## config.mk

```make
export PLATFORM = sky130hd
export DESIGN_NAME = divider
export DESIGN_NICKNAME = d
export VERILOG_FILES = /design/src/rtl/rays_pkg.sv /design/src/rtl/div_abs_neg.sv /design/src/rtl/divider.sv
export SDC_FILE = /design/constraint.sdc
export NUM_CORES = 1
export LEC_CHECK = 0
export ABC_AREA = 1
export CAP_MARGIN = 20
export CORE_ASPECT_RATIO = 1.4
export CORE_MARGIN = 2
export CORE_UTILIZATION = 59
export DETAILED_ROUTE_END_ITERATION = 6
export MAX_ROUTING_LAYER = met4
export PLACE_DENSITY = 0.86
export SYNTH_ARGS = -nofsm -noshare
export SYNTH_HDL_FRONTEND = slang
export SYNTH_SLANG_ARGS = --single-unit
```

## constraint.sdc

```tcl
create_clock -name clk -period 3.32 [get_ports clk]
set_clock_uncertainty 0.2 [all_clocks]
set_input_delay 0.332 -clock clk [delete_from_list [all_inputs] [get_ports clk]]
set_output_delay 0.332 -clock clk [all_outputs]
set_load 0.05 [all_outputs]
```

## src/rtl/rays_pkg.sv

```systemverilog
// Shared RV32M execute-stage definitions: widths, divider latency, FSM states
// and the architecturally defined special-case results.
package rays_pkg;

  localparam int XLEN        = 32;
  localparam int DIV_LATENCY = 34;

  typedef enum logic [1:0] {
    IDLE,
    CALC,
    FIX,
    DONE
  } div_state_t;

  localparam logic [31:0] DIV_BY_ZERO_Q = 32'hFFFF_FFFF;
  localparam logic [31:0] INT_MIN       = 32'h8000_0000;

endpackage

```

## src/rtl/div_abs_neg.sv

```systemverilog
// Conditional two's-complement negate: used both to take operand magnitudes
// and to restore the sign of the quotient and remainder.
module div_abs_neg #(
  parameter int WIDTH = 32
) (
  input  logic [WIDTH-1:0] val,
  input  logic             neg,
  output logic [WIDTH-1:0] out
);

  assign out = neg ? (~val + 1'b1) : val;

endmodule

```

## src/rtl/divider.sv

```systemverilog
// Iterative radix-2 restoring divider for DIV/DIVU/REM/REMU with a fixed
// 34-cycle latency and a single-pulse vld_i/rdy_o handshake.
module divider #(
  parameter int XLEN = 32
) (
  input  logic            clk,
  input  logic            rst,
  input  logic [XLEN-1:0] op1_i,
  input  logic [XLEN-1:0] op2_i,
  input  logic            signed_i,
  input  logic            vld_i,
  output logic [XLEN-1:0] quot_o,
  output logic [XLEN-1:0] rem_o,
  output logic            rdy_o,
  output logic            busy_o
);

  import rays_pkg::*;

  div_state_t      state_q, state_d;
  logic [5:0]      cnt_q, cnt_d;
  logic [XLEN-1:0] dvd_q, dvd_d;
  logic [XLEN-1:0] dvs_q, dvs_d;
  logic [XLEN-1:0] part_q, part_d;
  logic [XLEN-1:0] orig_q, orig_d;
  logic [XLEN-1:0] quot_q, quot_d;
  logic [XLEN-1:0] rem_q, rem_d;
  logic            q_neg_q, q_neg_d;
  logic            r_neg_q, r_neg_d;
  logic            dvs_zero_q, dvs_zero_d;
  logic            ovf_q, ovf_d;

  logic [XLEN-1:0] op1_abs, op2_abs, quot_fix, rem_fix;
  logic [XLEN:0]   shifted, trial;

  div_abs_neg #(.WIDTH(XLEN)) u_abs_op1 (
    .val (op1_i),
    .neg (signed_i & op1_i[XLEN-1]),
    .out (op1_abs)
  );

  div_abs_neg #(.WIDTH(XLEN)) u_abs_op2 (
    .val (op2_i),
    .neg (signed_i & op2_i[XLEN-1]),
    .out (op2_abs)
  );

  div_abs_neg #(.WIDTH(XLEN)) u_fix_quot (
    .val (dvd_q),
    .neg (q_neg_q),
    .out (quot_fix)
  );

  div_abs_neg #(.WIDTH(XLEN)) u_fix_rem (
    .val (part_q),
    .neg (r_neg_q),
    .out (rem_fix)
  );

  // 33-bit trial keeps a 2^31 magnitude (from -2^31) positive
  assign shifted = {part_q, dvd_q[XLEN-1]};
  assign trial   = shifted - {1'b0, dvs_q};

  always_comb begin
    state_d    = state_q;
    cnt_d      = cnt_q;
    dvd_d      = dvd_q;
    dvs_d      = dvs_q;
    part_d     = part_q;
    orig_d     = orig_q;
    quot_d     = quot_q;
    rem_d      = rem_q;
    q_neg_d    = q_neg_q;
    r_neg_d    = r_neg_q;
    dvs_zero_d = dvs_zero_q;
    ovf_d      = ovf_q;

    case (state_q)
      IDLE: begin
        if (vld_i) begin
          state_d    = CALC;
          cnt_d      = '0;
          dvd_d      = op1_abs;
          dvs_d      = op2_abs;
          part_d     = '0;
          orig_d     = op1_i;
          q_neg_d    = signed_i & (op1_i[XLEN-1] ^ op2_i[XLEN-1]);
          r_neg_d    = signed_i & op1_i[XLEN-1];
          dvs_zero_d = (op2_i == '0);
          ovf_d      = signed_i && (op1_i == INT_MIN) && (op2_i == '1);
        end
      end
      CALC: begin
        part_d = trial[XLEN] ? shifted[XLEN-1:0] : trial[XLEN-1:0];
        dvd_d  = {dvd_q[XLEN-2:0], ~trial[XLEN]};
        cnt_d  = cnt_q + 6'd1;
        if (cnt_q == 6'(XLEN - 1)) begin
          state_d = FIX;
        end
      end
      FIX: begin
        // special cases are forced so they never depend on the datapath
        if (dvs_zero_q) begin
          quot_d = DIV_BY_ZERO_Q;
          rem_d  = orig_q;
        end else if (ovf_q) begin
          quot_d = INT_MIN;
          rem_d  = '0;
        end else begin
          quot_d = quot_fix;
          rem_d  = rem_fix;
        end
        state_d = DONE;
      end
      DONE: begin
        state_d = IDLE;
      end
      default: begin
        state_d = IDLE;
      end
    endcase
  end

  always_ff @(posedge clk) begin
    if (rst) begin
      state_q    <= IDLE;
      cnt_q      <= '0;
      dvd_q      <= '0;
      dvs_q      <= '0;
      part_q     <= '0;
      orig_q     <= '0;
      quot_q     <= '0;
      rem_q      <= '0;
      q_neg_q    <= 1'b0;
      r_neg_q    <= 1'b0;
      dvs_zero_q <= 1'b0;
      ovf_q      <= 1'b0;
    end else begin
      state_q    <= state_d;
      cnt_q      <= cnt_d;
      dvd_q      <= dvd_d;
      dvs_q      <= dvs_d;
      part_q     <= part_d;
      orig_q     <= orig_d;
      quot_q     <= quot_d;
      rem_q      <= rem_d;
      q_neg_q    <= q_neg_d;
      r_neg_q    <= r_neg_d;
      dvs_zero_q <= dvs_zero_d;
      ovf_q      <= ovf_d;
    end
  end

  assign quot_o = quot_q;
  assign rem_o  = rem_q;
  assign rdy_o  = (state_q == DONE);
  assign busy_o = (state_q != IDLE);

endmodule

```

# Yosys cells after proc, flatten, opt, wreduce, memory -nomap -nowiden
# Index checks and enable logic that the tools add are counted.
# totals
word_cells,62
regBits,204
input_bits,68
# op_classes
muxes,18
eq_ne,8
add_sub_neg,6
reduce_logical,9
bitwise_logic,9
# ops
cell,count
$mux W32,11
$add A32 B1 Y32 const B,4
$not A32 Y32,4
$pmux W32 S2,2
$eq A32 B32 Y1 const B,2
$sub A33 B32 Y33,1
$logic_not A32 Y1,1
$pmux W6 S2,1
$pmux W2 S4,1
$add A6 B1 Y6 const B,1
$eq A6 B5 Y1 const B,1
$mux W6,1
$reduce_and A2 Y1,3
$eq A2 B2 Y1 const B,2
$mux W2,2
$ne A2 B2 Y1 const B,2
$reduce_bool A2 Y1,2
$and A1 B1 Y1,3
$eq A2 B1 Y1 const B,1
$logic_and A1 B1 Y1,2
$logic_not A2 Y1,1
$not A1 Y1,1
$xor A1 B1 Y1,1

# Logic depth before layout (Yosys ltp)
# depth
word_depth,5
depth_mapped,18
depth_no_buf,17

# Cells and area by module
# A second synthesis with hierarchy kept.
# unflattened
hier_cells,2618
area_unflattened_um2,15748.9
# by_module_without_submodules
module,instances,area_per_inst_um2,cells_per_inst
divider,1,11314.6,1710
div_abs_neg,4,1108.6,227

# Worst setup path after synthesis
# OpenSTA, ideal clock, no wires.
# synth_timing
path_type,register to register
startpoint,register dvd_q[31]
endpoint,register part_q[17]
path_stages_with_launch,18
setup_slack_ns,0.862
n_path_buf,2
period_less_slack_ns,2.458
arrival_time_ns,2.126
path_cell_list,dfxtp_1 -> inv_1 -> ha_1 -> fa_1 -> inv_1 -> nand2_1 -> nand2_1 -> nand3_1 -> nand2_2 -> nand2_2 -> nand2_4 -> nand2_4 -> nand3_2 -> buf_4 -> buf_6 -> nand3_2 -> nand3_1 -> a21oi_2
# synth_between
elab_chain_len,3
# synth_rtl
item,line_no,rtl
start: declaration,divider.sv:22,"logic [XLEN-1:0] dvd_q, dvd_d;"
start signal: assignment,divider.sv:141,dvd_q <= dvd_d;
$sub A33 B32 Y33,divider.sv:62,"assign trial = shifted - {1'b0, dvs_q};"
$mux W32,divider.sv:94,part_d = trial[XLEN] ? shifted[XLEN-1:0] : trial[XLEN-1:0];
$pmux W32 S2,divider.sv:78,case (state_q)
end signal: assignment,divider.sv:143,part_q <= part_d;
end: declaration,divider.sv:24,"logic [XLEN-1:0] part_q, part_d;"
# No other way between the ends.
# A chain may end at the register's enable or synchronous reset.

# Worst setup path after layout
# layout_timing
startpoint,register dvd_q[31]
endpoint,register part_q[9]
# Same word-level chain as after synthesis.

==> run summary <==
total power: 0.0130 W
Crit-path slowest cell: fa_1
Syn Nets: 2,448
min-delay src: rst
number of max-cap violations: 0
Remaining Overflow, GRT: 0
vias in the first global route: 15.2k
TritonCTS clock tree: built
synth top area cells: dfxtp_1 29%, nand2_1 15%, a21oi_1 10%
Rows: 67
post-synthesis sequential area ratio: 0.287
combinational family with the most area after synthesis: simple AND/OR/NAND/NOR gates
final wirelength: 47,500 um
clock latency on the worst-skew pair: 0.51 ns
adder-cell share of the synthesized area: 0.0384
Via density: 5.73
Port Buffers: 133
post_cts resized: 0
compound-cell area share of the yosys netlist: 0.200
drc violations: 0
Post-Synth Simple-Gate Area: 0.338
Die Y: 188 um
peak supply drop: 0.000510 V
layout cells sized above 1: 0.0509
worst-path maximum fanout: 14
unrepaired setup endpoints after global routing: no
EDFF count, synth: 0
clock slew seen by the registers of the worst setup and hold paths: 0.07 ns
first-pass GRT wire length: 75,800 um
deepest clock path buffer count: 3
CP Cell Sequence: inv_1 > ha_1 > fa_1 > inv_1 > nand2_1 > nand2_1 > nand3_1 > nand2_2 > nand2_2 > nand2_4 > nand2_4 > nand2_4 > nand2_2 > nand2_2 > nand2_1 > nand3_1 > a21oi_1
Final #Nets: 2,535
CTS Hold Bufs: 0
library cells used by synthesis: 49
Initial Util: 0.597
Mapped Cells: 2,337
drt first pass iters: 6
area of the multi-input gates: 0.00857 mm2
Clock Tree Root: clkbuf_16
status: completed
Final Hold Fails: 0
Setup-failing EPs final: 0
Synth top cells by count: 574 x nand2_1, 296 x inv_1, 294 x a21oi_1
fin crit period: 2.96 ns
Worst R2R End: part_q[9]$_SDFFE_PP0P_
Startpoint Class: register
Mapped Avg Cell Area: 6.09 um2
Crit path required time: 3.46 ns
GPL Wtd Cong: 1.05
overall routing resource usage: 0.382
core box area: 0.0238 mm2
Ports: 134
Ant. Diodes: 0
count leader, synth: nand2_1
final slew viol count: 0
Post-Syn Area: 0.0142 mm2
Critical Setup Path Class: register to register
cells on worst reg2reg path: 17
Slew headroom: 0.352
worst r2r src: dvd_q[31]$_SDFFE_PP0P_
post-CTS setup buffer count: 0
CTS buffer count: 22
Placed Cells incl. Taps: 2,710
ANT nets after route: 0
Detailed Route Iter0 Violations: 1,074
Pwr per Cell Area: 784 mW/mm2
initial antenna violation count: 0
vias post-DR: 15.7k
Avg WL per Cell: 17.3 um
final setup TNS: 0 ns
Worst EP arrival: 3.11 ns
Worst setup startpoint: dvd_q[31]$_SDFFE_PP0P_
Non-Filler Instances: 2,748
Seq. cell area: 0.00408 mm2
DIE WIDTH: 135 um
register bit total from synthesis: 204
H-tree levels: 1
ys flop type: dfxtp_1
hold depth: 4
synth warn: 0
CP max stage delay: 0.43 ns
post-synthesis mux area share: 0
xor/xnor share of the synthesized area: 0.0252
Area Overhead vs Synth: 16.1%
pre-CTS WS: 0.390 ns
post-synth top area cell: dfxtp_1
Die Area: 0.0254 mm2
Least-Margin Pin Slew: 0.971 ns
Critical Path End Type: register
hold crit path type: primary input to register
Worst path most repeated cell: nand2_2
P_leak: 7.71 nW
largest net degree at the start of global routing: 88
R2R Setup Slk: 0.36 ns
fmax: 337 MHz
Clock Sinks: 204
period utilization: 0.893
slack of the critical path: 0.357 ns
async set or reset register ratio after synthesis: 0
Fill cells: 2,225
top-area cell type share of the netlist area: 0.287
Hold Crit Endpoint: cnt_q[0]$_SDFFE_PP0P_
HPWL after detailed placement: 37,200 um
Final Util: 0.694
worst max-delay path: cells and delay by family (launching register included):
kind / cells / cell delay [ns]
AOI/OAI and AO/OA: 1 / 0.07
adders and majority gates: 2 / 0.71
buffers and inverters: 2 / 0.26
DFF: 1 / 0.35
and+or+nand+nor: 12 / 1.21
cell usage in the layout, fill, tap and decap left out, drive strengths merged, types with 6 or more instances in the layout:
cell type / synthesis / final
o21ai: 202 / 202
nor2: 171 / 171
nand3: 231 / 231
nand4: 31 / 31
xnor2: 13 / 13
and3: 6 / 6
or2: 13 / 13
nand3b: 14 / 14
buf: 19 / 35
clkdlybuf4s50: 0 / 132
xor2: 28 / 28
nor4: 7 / 7
nand2: 584 / 584
inv: 300 / 301
ha: 42 / 42
o21bai: 6 / 6
dfxtp: 204 / 204
nor3: 36 / 36
clkbuf: 85 / 34
a21oi: 299 / 299
o211ai: 19 / 19
flip-flops by register name, indices dropped and copies added (netlist names):
name,cells
quot_o,32
q_neg_q,1
part_q,32
state_q,2
orig_q,32
dvd_q,32
dvs_q,32
r_neg_q,1
cnt_q,6
ovf_q,1
rem_o,32
dvs_zero_q,1
power breakdown:
| part | internal [W] | total, W | switching (W) |
|---|---|---|---|
| Combinational | 0.00211 | 0.00689 | 0.00478 |
| Clock | 0.00146 | 0.00247 | 0.00102 |
| Sequential | 0.00310 | 0.00359 | 0.000490 |
| Total | 0.00667 | 0.0130 | 0.00629 |
how the worst max path moves through the flow:
| stage | endpoint | slack (ns) |
|---|---|---|
| after floorplan | part_q[17]$_SDFFE_PP0P_ | 0.86 |
| after global placement | dvd_q[30]$_SDFFE_PP0P_ | 0.47 |
| after detailed placement | dvd_q[30]$_SDFFE_PP0P_ | 0.39 |
| after CTS | part_q[9]$_SDFFE_PP0P_ | 0.39 |
| after global routing | part_q[4]$_SDFFE_PP0P_ | 0.13 |
| final | part_q[9]$_SDFFE_PP0P_ | 0.36 |
layout make-up:
type                            count  area share
Timing Repair Buffer              167      0.0980
Inverter                          303      0.0689
Sequential cell                   204       0.247
Tap cell                          310      0.0235
Clock inverter                      4     0.00295
Multi-Input combinational cell   1726       0.519
Clock buffer                       34      0.0404
layer usage:
layer | global-route usage | share of wire
met3 | 0.0414 | 0.053
met4 | 0.256 | 0.080
met1 | 0.389 | 0.36
met2 | 0.681 | 0.51
met5 | - | 0
through the flow:
stage,instance area (um2),hold WS [ns]
finish,16500,0.156
floorplan,14200,0.243
detailed placement,15800,0.261
global route,16500,0.200
global placement,15800,0.255
CTS,16500,0.158
cells by family (layout without fill, tap and decap cells):
family / Yosys count / in the layout
and+or+nand+nor: 1100 / 1100
AOI/OAI and AO/OA: 542 / 542
buffers and inverters: 407 / 508
DFF: 204 / 204
adders and majority gates: 43 / 43
xor gates and xnor gates: 41 / 41
(Power assumes the default switching activity.)
